==> src/rtl/img_mem_arbiter.sv <==
// Shares one single-port image RAM between a VGA pixel fetcher and a CPU/loader.
// VGA wins contention unless the CPU has waited STARVE_MAX cycles.
module img_mem_arbiter #(
  parameter int ADDR_W     = 18,
  parameter int DATA_W     = 8,
  parameter int STARVE_MAX = 16
) (
  input  logic              clk,
  input  logic              rst,
  input  logic              vga_req,
  input  logic [ADDR_W-1:0] vga_addr,
  output logic              vga_valid,
  output logic [DATA_W-1:0] vga_rdata,
  output logic              vga_miss,
  output logic [15:0]       vga_miss_cnt,
  input  logic              cpu_req,
  input  logic              cpu_we,
  input  logic [ADDR_W-1:0] cpu_addr,
  input  logic [DATA_W-1:0] cpu_wdata,
  output logic              cpu_ack,
  output logic [DATA_W-1:0] cpu_rdata,
  output logic [ADDR_W-1:0] mem_addr,
  output logic              mem_we,
  output logic [DATA_W-1:0] mem_wdata,
  input  logic [DATA_W-1:0] mem_q
);

  localparam int SW = $clog2(STARVE_MAX + 1);

  typedef enum logic [1:0] {
    IDLE,
    CPU_ISSUE,
    CPU_WAIT
  } state_t;

  state_t          state;
  logic [SW-1:0]   starve;
  logic            tag_vga;
  logic            tag_cpu;
  logic            tag_cpu_rd;
  logic            at_max;
  logic            cpu_gnt;
  logic            vga_gnt;

  assign at_max  = (starve == SW'(STARVE_MAX));
  assign cpu_gnt = (state == IDLE) && cpu_req && (!vga_req || at_max);
  assign vga_gnt = vga_req && !cpu_gnt;

  always_ff @(posedge clk) begin
    if (rst) begin
      state        <= IDLE;
      starve       <= '0;
      tag_vga      <= 1'b0;
      tag_cpu      <= 1'b0;
      tag_cpu_rd   <= 1'b0;
      mem_addr     <= '0;
      mem_we       <= 1'b0;
      mem_wdata    <= '0;
      vga_valid    <= 1'b0;
      vga_rdata    <= '0;
      vga_miss     <= 1'b0;
      vga_miss_cnt <= '0;
      cpu_ack      <= 1'b0;
      cpu_rdata    <= '0;
    end else begin
      unique case (state)
        IDLE:      if (cpu_gnt) state <= CPU_ISSUE;
        CPU_ISSUE: state <= CPU_WAIT;
        CPU_WAIT:  state <= IDLE;
        default:   state <= IDLE;
      endcase

      if (cpu_gnt || !cpu_req)
        starve <= '0;
      else if (state == IDLE && !at_max)
        starve <= starve + 1'b1;

      mem_we <= 1'b0;
      if (cpu_gnt) begin
        mem_addr  <= cpu_addr;
        mem_we    <= cpu_we;
        mem_wdata <= cpu_wdata;
      end else if (vga_gnt) begin
        mem_addr  <= vga_addr;
      end

      // RAM data for the previous edge's grant arrives one cycle later
      tag_vga    <= vga_gnt;
      tag_cpu    <= cpu_gnt;
      tag_cpu_rd <= cpu_gnt && !cpu_we;

      vga_valid <= tag_vga;
      if (tag_vga) vga_rdata <= mem_q;
      cpu_ack <= tag_cpu;
      if (tag_cpu_rd) cpu_rdata <= mem_q;

      vga_miss <= cpu_gnt && vga_req;
      if (cpu_gnt && vga_req && vga_miss_cnt != 16'hFFFF)
        vga_miss_cnt <= vga_miss_cnt + 16'd1;
    end
  end

endmodule

==> config.mk <==
export PLATFORM = sky130hd
export DESIGN_NAME = img_mem_arbiter
export DESIGN_NICKNAME = d
export VERILOG_FILES = /design/src/rtl/img_mem_arbiter.sv
export SDC_FILE = /design/constraint.sdc
export NUM_CORES = 1
export LEC_CHECK = 0
export CORE_MARGIN = 2
export CORE_UTILIZATION = 46
export DETAILED_ROUTE_END_ITERATION = 8
export PLACE_DENSITY = 0.89
export SETUP_SLACK_MARGIN = 0.15
export SYNTH_ARGS = -nofsm -noshare
export SYNTH_HDL_FRONTEND = slang
export SYNTH_SLANG_ARGS = --single-unit
==> constraint.sdc <==
create_clock -name clk -period 3.3 [get_ports clk]
set_input_delay 0.66 -clock clk [delete_from_list [all_inputs] [get_ports clk]]
set_output_delay 0.66 -clock clk [all_outputs]
set_load 0.01 [all_outputs]
; ---- After elaboration in Yosys (flattened, before gate mapping)
; Cells that the tools add are included.
[classes]
n_bitwise = 1
n_addsub = 2
n_reduce_logical = 18
eq_ne = 4
muxes = 4
[op_table]
columns = operator, n
row1 = $mux W18, 2
row2 = $add A16 B1 Y16 const B, 1
row3 = $ne A16 B16 Y1 const B, 1
row4 = $logic_and A1 B1 Y1, 7
row5 = $add A5 B1 Y5 const B, 1
row6 = $eq A5 B5 Y1 const B, 1
row7 = $logic_not A1 Y1, 5
row8 = $pmux W2 S2, 1
row9 = $reduce_or A2 Y1, 2
row10 = $eq A2 B1 Y1 const B, 1
row11 = $logic_not A2 Y1, 1
row12 = $logic_or A1 B1 Y1, 2
row13 = $mux W2, 1
row14 = $ne A2 B2 Y1 const B, 1
row15 = $reduce_bool A2 Y1, 1
row16 = $not A1 Y1, 1
[totals]
reg_bits = 72
inputBits = 57
wordCells = 43
out_inout_bits = 62

; ---- Depth between registers and ports, before layout
[logic_depth]
ltp_word = 7
ltp_mapped = 7
ltp_nobuf = 6

; ---- Worst setup path after synthesis
; OpenSTA, ideal clock, no wires.
[synth_path]
path_kind = input -> register
start = input port vga_req
end = register vga_miss_cnt[12]
arrival_time_ps = 1787
path_slack_ps = 1392
stages = 5
path_buffers = 1
setup_time_ps = 121
path_cell_list = and4bb_2 > nand4_1 > buf_2 > nor4_1 > mux2_2
[synth_between]
elab_chain_cells = 5
[synth_rtl]
columns = item, line_no
row1 = start: declaration, 10  ; input logic vga_req,
row2 = $logic_not A1 Y1, 46  ; assign cpu_gnt = (state == IDLE) && cpu_req && (!vga_req || at_max);
row3 = $logic_or A1 B1 Y1, 46
row4 = $logic_and A1 B1 Y1, 46
row5 = $logic_and A1 B1 Y1 (*) (2 in series), 98  ; if (cpu_gnt && vga_req && vga_miss_cnt != 16'hFFFF)
row6 = end signal: assignment, 99  ; vga_miss_cnt <= vga_miss_cnt + 16'd1;
row7 = end: declaration, 15  ; output logic [15:0] vga_miss_cnt,
; Every way passes the cells marked *; elsewhere a longest branch is shown, timed or not.
; A chain may end at the register's enable or synchronous reset.

; ---- Worst setup path in the final report
[layout_path]
start = input port cpu_req
end = register starve[1]
[layout_between]
elab_chain_cells = 4
elab_cells_between_ends = 5
classes_between = reduce/logical (5)
[layout_rtl]
columns = item, line_no
row1 = start: declaration, 16  ; input logic cpu_req,
row2 = $logic_and A1 B1 Y1 (2 in series), 46
row3 = $logic_or A1 B1 Y1 (*), 73  ; if (cpu_gnt || !cpu_req)
row4 = $reduce_or A2 Y1 (no line) (*), -
row5 = end signal: assignment, 76  ; starve <= starve + 1'b1;
row6 = end: declaration, 37  ; logic [SW-1:0] starve;
; Marks and branches as above.

==> run metrics <==
outcome=complete, no violations; drt pass-1 iters=4; ys flop type=dfxtp_1; Via-to-Cell Ratio=5.48; Int Power=0.00145 W; H-tree levels=3; area grow syn2layout=48.8%; Worst EP arrival=2.70 ns; commonest cells in the synthesized netlist=dfxtp_1 (72), nand2_1 (60), nor2_1 (43), a21oi_1 (21), a311oi_1 (18); switching part of the total=0.243; initial antenna violation count=0; postcts setup bufs=0; Starting Density=0.470; first-pass GRT wire length=12800 um; EDFF count, synth=0; Reg power frac=0.484; DR iter-0 viols=102; CP top delay family=compound AO/OA/AOI/OAI gates; Critical Path End Type=flip-flop; insertion delay to the later sink of the worst-skew pair=0.33 ns; flops & latches, synth=72; worst path buffer plus inverter count=1; Max Freq=409 MHz; slowest stage delay, CP=0.81 ns; clk_skew=0.0112 ns; I/O Buffers=118; Final Power=0.00192 W; largest cells by area after synthesis=dfxtp_1 (49%), nand2_1 (7.6%), nor2_1 (5.5%); clk sinks=72; clock root buffer master=clkbuf_8; DR vias=2913; Hold Crit Class=reg2reg; RSZ-0062 raised after global routing=false; Startpoint Class=input port; Post-Synth Adder-Cell Area=0.0127; gp weighted congestion=0.939; Fin. Hold Viols=0; largest net degree at the start of global routing=37; Clk pwr share=0.383; Mean Syn Cell Area=8.74 sq um; Hold-fix buffers, CTS=0; final WL=8000 um; Nets=510; I/O pins=119; Setup TNS=0 ns; number of setup violations in the final report=0; Post-Syn Nets=398; fraction of registers with async set/reset=0; fin cells=532; maximum fanout along the worst path=31; Resize count post-CTS=0; chip width=84.1 um; Final min period=2.44 ns; die area=0.00708 sq mm; vias in the first global route=2731; Overflow after GRT=0; Leak Pwr=1.58 nW; core area=0.00628 sq mm; ant diodes=0; synthesized area=0.00295 sq mm; actual slew at the worst max-slew pin=1.06 ns; crit-path cells=clkdlybuf4s50_1 > or3b_1 > a21o_1 > nand3_1 > a21oi_1; hold slack=0.458 ns; Syn Inst Count=338; final slew viol count=0; Compound-Gate Fraction of Synth Area=0.143; post-DP HPWL=5550 um; Placed Cells=516; Slew Limit Headroom=0.291; Switch Pwr=0.000466 W; Synth Warn #=0; Clk pin slew, worst setup/hold paths=0.08 ns; P per Cell Area=436 mW/mm^2; DRC Markers=0; most frequent cell after synthesis=dfxtp_1; share of cells above drive strength 1=0.0571; Post-Synth XOR/XNOR Area=0.0119; CP max stage cell=a21o_1; fraction of the mapped netlist area in simple logic gates=0.250; power share of the combinational group=0.133; Worst Setup Path Type=in2reg; Final Cycle Share=0.740; Max VDD drop=259 uV; CTS tree=built; Data required, critical path=3.56 ns; Fillers=500; MaxCap Viol Count=0; Cell variety after synth=38; Die Height=84.1 um; combinational family with the most area after synthesis=simple AND/OR/NAND/NOR gates; CTS Buffer Depth=2; total global-route track usage=0.219; Seq/Total Area, Yosys=0.488; WL/cell=15.0 um; ANT nets after route=0; Synth top area share=0.488; total CTS buffers=9; Yosys top cell by area=dfxtp_1; num rows=29; multiplexer share of the synthesized area=0.0581
[final timing paths]
check | end | startpoint | slack [ns] | depth (start not counted)
max | starve[1] | cpu_req | 0.86 | 5
max reg2reg | starve[1] | starve[0] | 0.87 | 6
min | cpu_ack | tag_cpu | 0.46 | 1
min reg2reg | cpu_ack | tag_cpu | 0.46 | 1
[through the flow]
stage | utilization | cell area (sq um) | worst slack [ns]
floorplan | - | 2950 | 1.39
global placement | 0.666 | 4180 | 0.596
detailed placement | 0.666 | 4180 | 0.560
CTS | 0.700 | 4390 | 0.894
global route | 0.700 | 4390 | 0.663
finish | 0.700 | 4390 | 0.857
[layer usage]
metal | up-vias | track usage | part of all wire
li1 | 1435 | - | -
met1 | 1357 | 0.276 | 0.44
met2 | 110 | 0.365 | 0.48
met3 | 11 | 0.0524 | 0.063
met4 | 0 | 0.0806 | 0.012
met5 | - | 0 | 0
[final cells by class]
| class | count | area [sq um] | area share |
|---|---|---|---|
| Clock buffer | 11 | 151 | 0.0345 |
| Tap cell | 77 | 96.3 | 0.0219 |
| Timing Repair Buffer | 122 | 1220 | 0.277 |
| Inverter | 5 | 18.8 | 0.00427 |
| Clock inverter | 5 | 63.8 | 0.0145 |
| Multi-Input combinational cell | 240 | 1400 | 0.319 |
| Sequential cell | 72 | 1440 | 0.328 |
[state kept, by name (all words and copies together) (netlist names)]
register / flops
mem_addr: 18
vga_miss_cnt: 16
cpu_rdata: 8
mem_wdata: 8
vga_rdata: 8
starve: 5
state: 2
cpu_ack: 1
mem_we: 1
tag_cpu: 1
tag_cpu_rd: 1
tag_vga: 1
vga_miss: 1
vga_valid: 1
[cells by family after synthesis]
family / count (synthesis)
fa+ha+maj: 3
buf+inv: 26
simple gates: 156
mux: 17
compound gates: 60
xor+xnor: 4
flops: 72
[power groups by stage]
| stage | clock [W] | sequential (W) | combinational, W |
|---|---|---|---|
| after floorplan | 0 | 0.000957 | 0.0000892 |
| after global placement | 0 | 0.000946 | 0.000249 |
| after detailed placement | 0 | 0.000947 | 0.000255 |
| after CTS | 0.000747 | 0.000927 | 0.000257 |
| after global routing | 0.000802 | 0.000933 | 0.000274 |
| final | 0.000733 | 0.000927 | 0.000256 |
[worst reg2reg max path: stages (launching register included)]
cell and delay [ns]:
dfxtp_1 0.38, inv_1 0.09, ha_1 0.22, nand4bb_1 0.23, a21o_1 0.88, nand3_1 0.35, a21oi_1 0.21
[layout by cell type (no fill, tap or decap), types with 6 or more instances in the layout]
cell type / n
clkdlybuf4s50_1: 117
nand4_1: 6
dfxtp_1: 72
mux2i_1: 16
a311oi_1: 18
a21oi_1: 21
or4_1: 9
nand3_1: 12
nand2_1: 60
o31ai_1: 9
nor2_1: 43
clkbuf_8: 11
and3_1: 6
Power figures use the tool's default switching activity.
